**src/rtl/cfa_blend_pipe.sv**
```systemverilog
// ---------------------------------------------------------------------------
// cfa_blend_pipe
// Blends the smooth-direction and flat-direction interpolated pixels of the
// CFA demosaic path using the Q0.8 weights produced by w_intrp_s_f:
//   pix_out = sat((w_s*pix_s + w_f*pix_f + 2^(W_W-1)) >> W_W)
// The pipeline has three stages with valid/ready handshakes on both sides.
// A beat with both weights zero passes pix_f through unchanged.
// The weights are not renormalised.
//
// Ports
//   clk        rising-edge clock
//   rst        asynchronous, active-high reset
//   in_valid   input beat present
//   in_ready   block accepts the input beat this cycle
//   pix_s      smooth-direction pixel (PIX_W, unsigned)
//   pix_f      flat-direction pixel (PIX_W, unsigned)
//   w_s        smooth weight (W_W, Q0.8)
//   w_f        flat weight (W_W, Q0.8)
//   out_valid  output beat present
//   out_ready  downstream accepts the output beat
//   pix_out    blended pixel
//   sat        this beat was clipped to 2^PIX_W-1
//   zero_w     this beat had w_s==w_f==0; pix_f passed through
// ---------------------------------------------------------------------------
module cfa_blend_pipe #(
    parameter int PIX_W = 12,
    parameter int W_W   = 8
) (
    input  logic             clk,
    input  logic             rst,
    input  logic             in_valid,
    output logic             in_ready,
    input  logic [PIX_W-1:0] pix_s,
    input  logic [PIX_W-1:0] pix_f,
    input  logic [W_W-1:0]   w_s,
    input  logic [W_W-1:0]   w_f,
    output logic             out_valid,
    input  logic             out_ready,
    output logic [PIX_W-1:0] pix_out,
    output logic             sat,
    output logic             zero_w
);

    localparam int PROD_W = PIX_W + W_W;
    localparam int SUM_W  = PROD_W + 1;
    localparam logic [SUM_W-1:0] RND = SUM_W'(1) << (W_W - 1);

    logic              v1, v2, v3;
    logic              adv1, adv2, adv3;

    logic [PROD_W-1:0] p_s1, p_f1;
    logic              zero1;
    logic [PIX_W-1:0]  pixf1;

    logic [SUM_W-1:0]  sum2;
    logic              zero2;
    logic [PIX_W-1:0]  pixf2;

    // Rounded quotient; one extra MSB flags results beyond the pixel range.
    logic [PIX_W:0]    quo2;

    // Each stage advances when it is empty or its successor advances,
    // so bubbles collapse and a full pipe shifts as a whole.
    always_comb begin
        adv3 = out_ready | ~v3;
        adv2 = ~v2 | adv3;
        adv1 = ~v1 | adv2;
    end

    assign in_ready  = adv1;
    assign out_valid = v3;

    // S1: weighted products
    always_ff @(posedge clk or posedge rst) begin
        if (rst) begin
            v1    <= 1'b0;
            p_s1  <= '0;
            p_f1  <= '0;
            zero1 <= 1'b0;
            pixf1 <= '0;
        end else if (adv1) begin
            v1 <= in_valid;
            if (in_valid) begin
                p_s1  <= PROD_W'(w_s) * PROD_W'(pix_s);
                p_f1  <= PROD_W'(w_f) * PROD_W'(pix_f);
                zero1 <= (w_s == '0) && (w_f == '0);
                pixf1 <= pix_f;
            end
        end
    end

    // S2: rounded sum, one bit wider than the products so it never wraps
    always_ff @(posedge clk or posedge rst) begin
        if (rst) begin
            v2    <= 1'b0;
            sum2  <= '0;
            zero2 <= 1'b0;
            pixf2 <= '0;
        end else if (adv2) begin
            v2 <= v1;
            if (v1) begin
                sum2  <= SUM_W'(p_s1) + SUM_W'(p_f1) + RND;
                zero2 <= zero1;
                pixf2 <= pixf1;
            end
        end
    end

    assign quo2 = (PIX_W + 1)'(sum2 >> W_W);

    // S3: clip or pass-through; holds while stalled because adv3 is low
    always_ff @(posedge clk or posedge rst) begin
        if (rst) begin
            v3      <= 1'b0;
            pix_out <= '0;
            sat     <= 1'b0;
            zero_w  <= 1'b0;
        end else if (adv3) begin
            v3 <= v2;
            if (v2) begin
                if (zero2) begin
                    pix_out <= pixf2;
                    sat     <= 1'b0;
                    zero_w  <= 1'b1;
                end else if (quo2[PIX_W]) begin
                    pix_out <= '1;
                    sat     <= 1'b1;
                    zero_w  <= 1'b0;
                end else begin
                    pix_out <= quo2[PIX_W-1:0];
                    sat     <= 1'b0;
                    zero_w  <= 1'b0;
                end
            end
        end
    end

endmodule

```
**config.mk**
```make
export PLATFORM = sky130hd
export DESIGN_NAME = cfa_blend_pipe
export DESIGN_NICKNAME = d
export VERILOG_FILES = /design/src/rtl/cfa_blend_pipe.sv
export SDC_FILE = /design/constraint.sdc
export NUM_CORES = 1
export LEC_CHECK = 0
export BUFFER_PORTS_ARGS = -buffer_cell sky130_fd_sc_hd__buf_4
export CAP_MARGIN = 20
export CORE_MARGIN = 1.5
export CORE_UTILIZATION = 40
export CTS_CLUSTER_DIAMETER = 60
export CTS_CLUSTER_SIZE = 14
export DETAILED_ROUTE_END_ITERATION = 7
export SLEW_MARGIN = 40
export SYNTH_ARGS = -nofsm -noshare
export SYNTH_HDL_FRONTEND = slang
export SYNTH_SLANG_ARGS = --single-unit
```
**constraint.sdc**
```tcl
create_clock -name clk -period 3.2 [get_ports clk]
set_input_delay 0.16 -clock clk [delete_from_list [all_inputs] [get_ports clk]]
set_output_delay 0.16 -clock clk [all_outputs]
set_load 0.05 [all_outputs]
```
==> flow_summary.ini <==
[timing]
period_minus_slack_ps = 3750
hold_ws_ps = 45.7
finalMaxSlewViolations = 0
finalCritPeriodShare_pct = 117
finalHoldViolCount = 0
setup_slack_ps = -551
finalClockSkew_ps = 8.80
max_freq_ghz = 0.267
rsz0062_at_grt = true
slew_headroom_pct = 49.3
max_slew.worst_pin.slew_ps = 759
setup_viol = 25

[floorplanning]
core_area_um2 = 26100
fp.dieW_um = 166
initial_utilization_pct = 40.8
rows = 59
pin_count = 60
die-area_um2 = 27600
die_h_um = 166

[setup_path]
reg2reg_slack_ps = 280
cp-end-kind = flip-flop
required_ps = 3440
path_common_cell = fa_1
startpoint = w_s[5]
critical_path.n_buffers_inverters = 6
ff2ff_path_depth = 9
rr_endpoint = sum2[20]$_DFFE_PP0P_
worstSetupPathType = in2reg
crit_fanout = 9
arrival_ps = 3990
start_kind = input pin
slowest_stage = fa_1
worstPathCellList = buf_12, and2_4, fa_1, fa_1, fa_1, inv_1, fa_1, inv_2, ha_4, buf_6, o41ai_4, buf_4, o31ai_4, buf_4, a21oi_2, xor2_1, o21ai_1
path_delay_family = adder cells
r2r_start = p_f1[9]$_DFFE_PP0P_
slowest_delay_ps = 540

[worst_hold_path]
whs_path_depth = 2
hold_class = in2reg
worst_hold_startpoint = in_valid
holdPathEnd = v1$_DFFE_PP0N_

[clocking]
clk_pin_slew_worst_paths_ps = 70
ctsLongestPathBuffers = 2
cts_tree = yes
cts.sinks = 96
htreeDepth = 3
cts-root-buf = clkbuf_16
cts_made_buffers = 9
clkLatencyLatePin_ps = 360

[grt]
grt_use_total_pct = 18.3
grt_pass1_wl_um = 41500
grt_pass1_vias = 8820
overflow = 0
antenna_found_initial = 0
grt_max_degree = 70

[route]
ant_nets = 0
drt_iter0_markers = 329
drc = 10
drt-pass1-iter-count = 6
wl_per_cell_um = 14.4
num_vias = 8301
post_drt_via_cell_ratio = 4.93
wl_um = 24300

[cells_and_area]
area_growth_syn_to_layout_pct = 29.7
nNetsFinal = 1625
diodes = 0
final_area_um2 = 13800
fillCellCount = 2382
drive_gt1_share_pct = 29.1
fin_util_pct = 52.9

[power_and_ir_drop]
clock_power_share_pct = 9.2
p_switching_mw = 5.08
power.internal_mw = 6.32
p_per_area_nw_per_um2 = 824
ir_drop_mv = 0.393
p_leak_nw = 6.77
p_sw_share_pct = 44.6
power.total_mw = 11.4
seqPwrFrac_pct = 17.0
combPwrFrac_pct = 73.8

[logic_synthesis]
yosysMostFrequentCell = inv_1
synth.avg_cell_area_um2 = 9.27
synth_flop_cell = dfrtp_1
synth_common_cells = inv_1, and2_1, nand2_1
async_flop_share_pct = 100
yosysWarnings = 0
netlist_area_um2 = 10700
synth.top_cells.by_area = dfrtp_1, fa_1, ha_1
netlist_instances = 1150
synth_edf_count = 0
synth-seq-area-share_pct = 22.5
synth.ff_latch_count = 96
ys_types = 52
synth_top_area_share_pct = 22.5
synth_area_leader_cell = dfrtp_1
synth_nets = 1431

[placement]
dp_hpwl_um = 19400
gp_congestion = 0.831
dpl_cell_area_um2 = 12700
post-place-ws_ps = -1040
place.port_buffers = 59

[job]
maxCapViolCount = 0

[status]
status = finished, violations left
violations = design-rule violations, negative setup slack
-- flip-flops by register name, indices dropped and copies added (netlist names) --
signal / flops
pixf2: 12
v2: 1
zero2: 1
zero_w: 1
zero1: 1
sum2: 13
pix_out: 12
p_f1: 20
sat: 1
out_valid: 1
pixf1: 12
p_s1: 20
v1: 1
-- layout by cell type, fill, tap and decap left out, types with 4 or more instances in the layout --
master / count
a21o_1: 5
o22ai_1: 4
and2_1: 112
a21oi_2: 10
o21ai_2: 6
o21ai_0: 46
nor3_1: 7
nor3b_1: 4
o31ai_1: 7
nand2_1: 117
fa_1: 114
nand2b_1: 9
dfrtp_1: 95
xor2_1: 17
a211oi_1: 4
inv_6: 5
nor2_1: 42
inv_1: 159
mux2_2: 33
fa_2: 6
a21oi_1: 28
ha_4: 18
clkbuf_16: 10
o21a_1: 9
buf_6: 28
xnor2_1: 12
buf_12: 10
buf_4: 172
inv_2: 12
buf_8: 5
o21ai_1: 16
ha_1: 98
and2_4: 24
nand3_1: 7
nand2_2: 14
nand4_1: 4
-- how the worst max path moves through the flow --
stage               cells after the start                   end  slack [ps]
detailed placement                     16  p_s1[18]$_DFFE_PP0P_       -1040
global placement                       17  p_s1[18]$_DFFE_PP0P_       -1010
finish                                 17  p_s1[16]$_DFFE_PP0P_        -550
CTS                                    15  p_s1[19]$_DFFE_PP0P_        -540
floorplan                              18  p_s1[18]$_DFFE_PP0P_        -790
global route                           19  p_f1[19]$_DFFE_PP0P_        -720
-- power by group through the flow --
stage | Clock (mW) | Combinational [mW] | Sequential (mW)
floorplan | 0 | 4.93 | 2.13
global placement | 0 | 7.21 | 1.96
detailed placement | 0 | 7.32 | 1.97
CTS | 1.08 | 8.09 | 1.95
global route | 1.13 | 9.41 | 2.00
finish | 1.05 | 8.40 | 1.94
-- per-layer routing --
layer / vias to the layer above / wire, um / track usage (%)
li1: 4104 / - / -
met1: 4099 / 11300 / 23.9
met2: 86 / 12100 / 32.4
met3: 12 / 580 / 2.48
met4: 0 / 259 / 3.72
met5: - / 0 / 0
-- per-stage QoR --
step / cells / TNS (ps)
detailed placement: 1643 / -20740
finish: 1684 / -8930
global route: 1684 / -12290
global placement: 1643 / -20040
CTS: 1677 / -8810
floorplan: 1150 / -11720
-- worst reg2reg max path, cell delays in order, from the launching register on --
cell and delay [ps]:
dfrtp_1 400, ha_1 290, ha_1 330, o211ai_1 100, o31ai_1 390, o2111ai_2 300, o31ai_4 360, a21oi_2 110
nor4bb_1 150, or3_1 360
-- kinds of logic after synthesis --
family,Yosys count,synth area share [%]
AND/OR/NAND/NOR,368,17.5
adder cells (fa/ha/maj),237,36.3
buffers and inverters,207,7.30
AO/OA/AOI/OAI,173,9.95
flip-flops,96,22.5
multiplexers,37,3.87
XOR/XNOR,32,2.63
-- area by class of cell --
type                       count  area (um^2)  share of cell area [%]
timing repair buffer         218         1940                    14.1
clock inverter                 7         58.8                   0.425
inverter                     172          651                    4.71
sequential                    96         2400                    17.4
tap                          335          419                    3.03
multi-input combinational    847         8130                    58.8
clock buffer                   9          225                    1.63
-- repair_timing --
action	CTS	global route
resized for setup	122	38
buffers inserted	18	7
hold buffers	1	0
cloned	1	1
endpoints found under the hold margin	67	0
pin swaps	87	29
setup endpoints to repair	25	27
(Power assumes the default switching activity.)
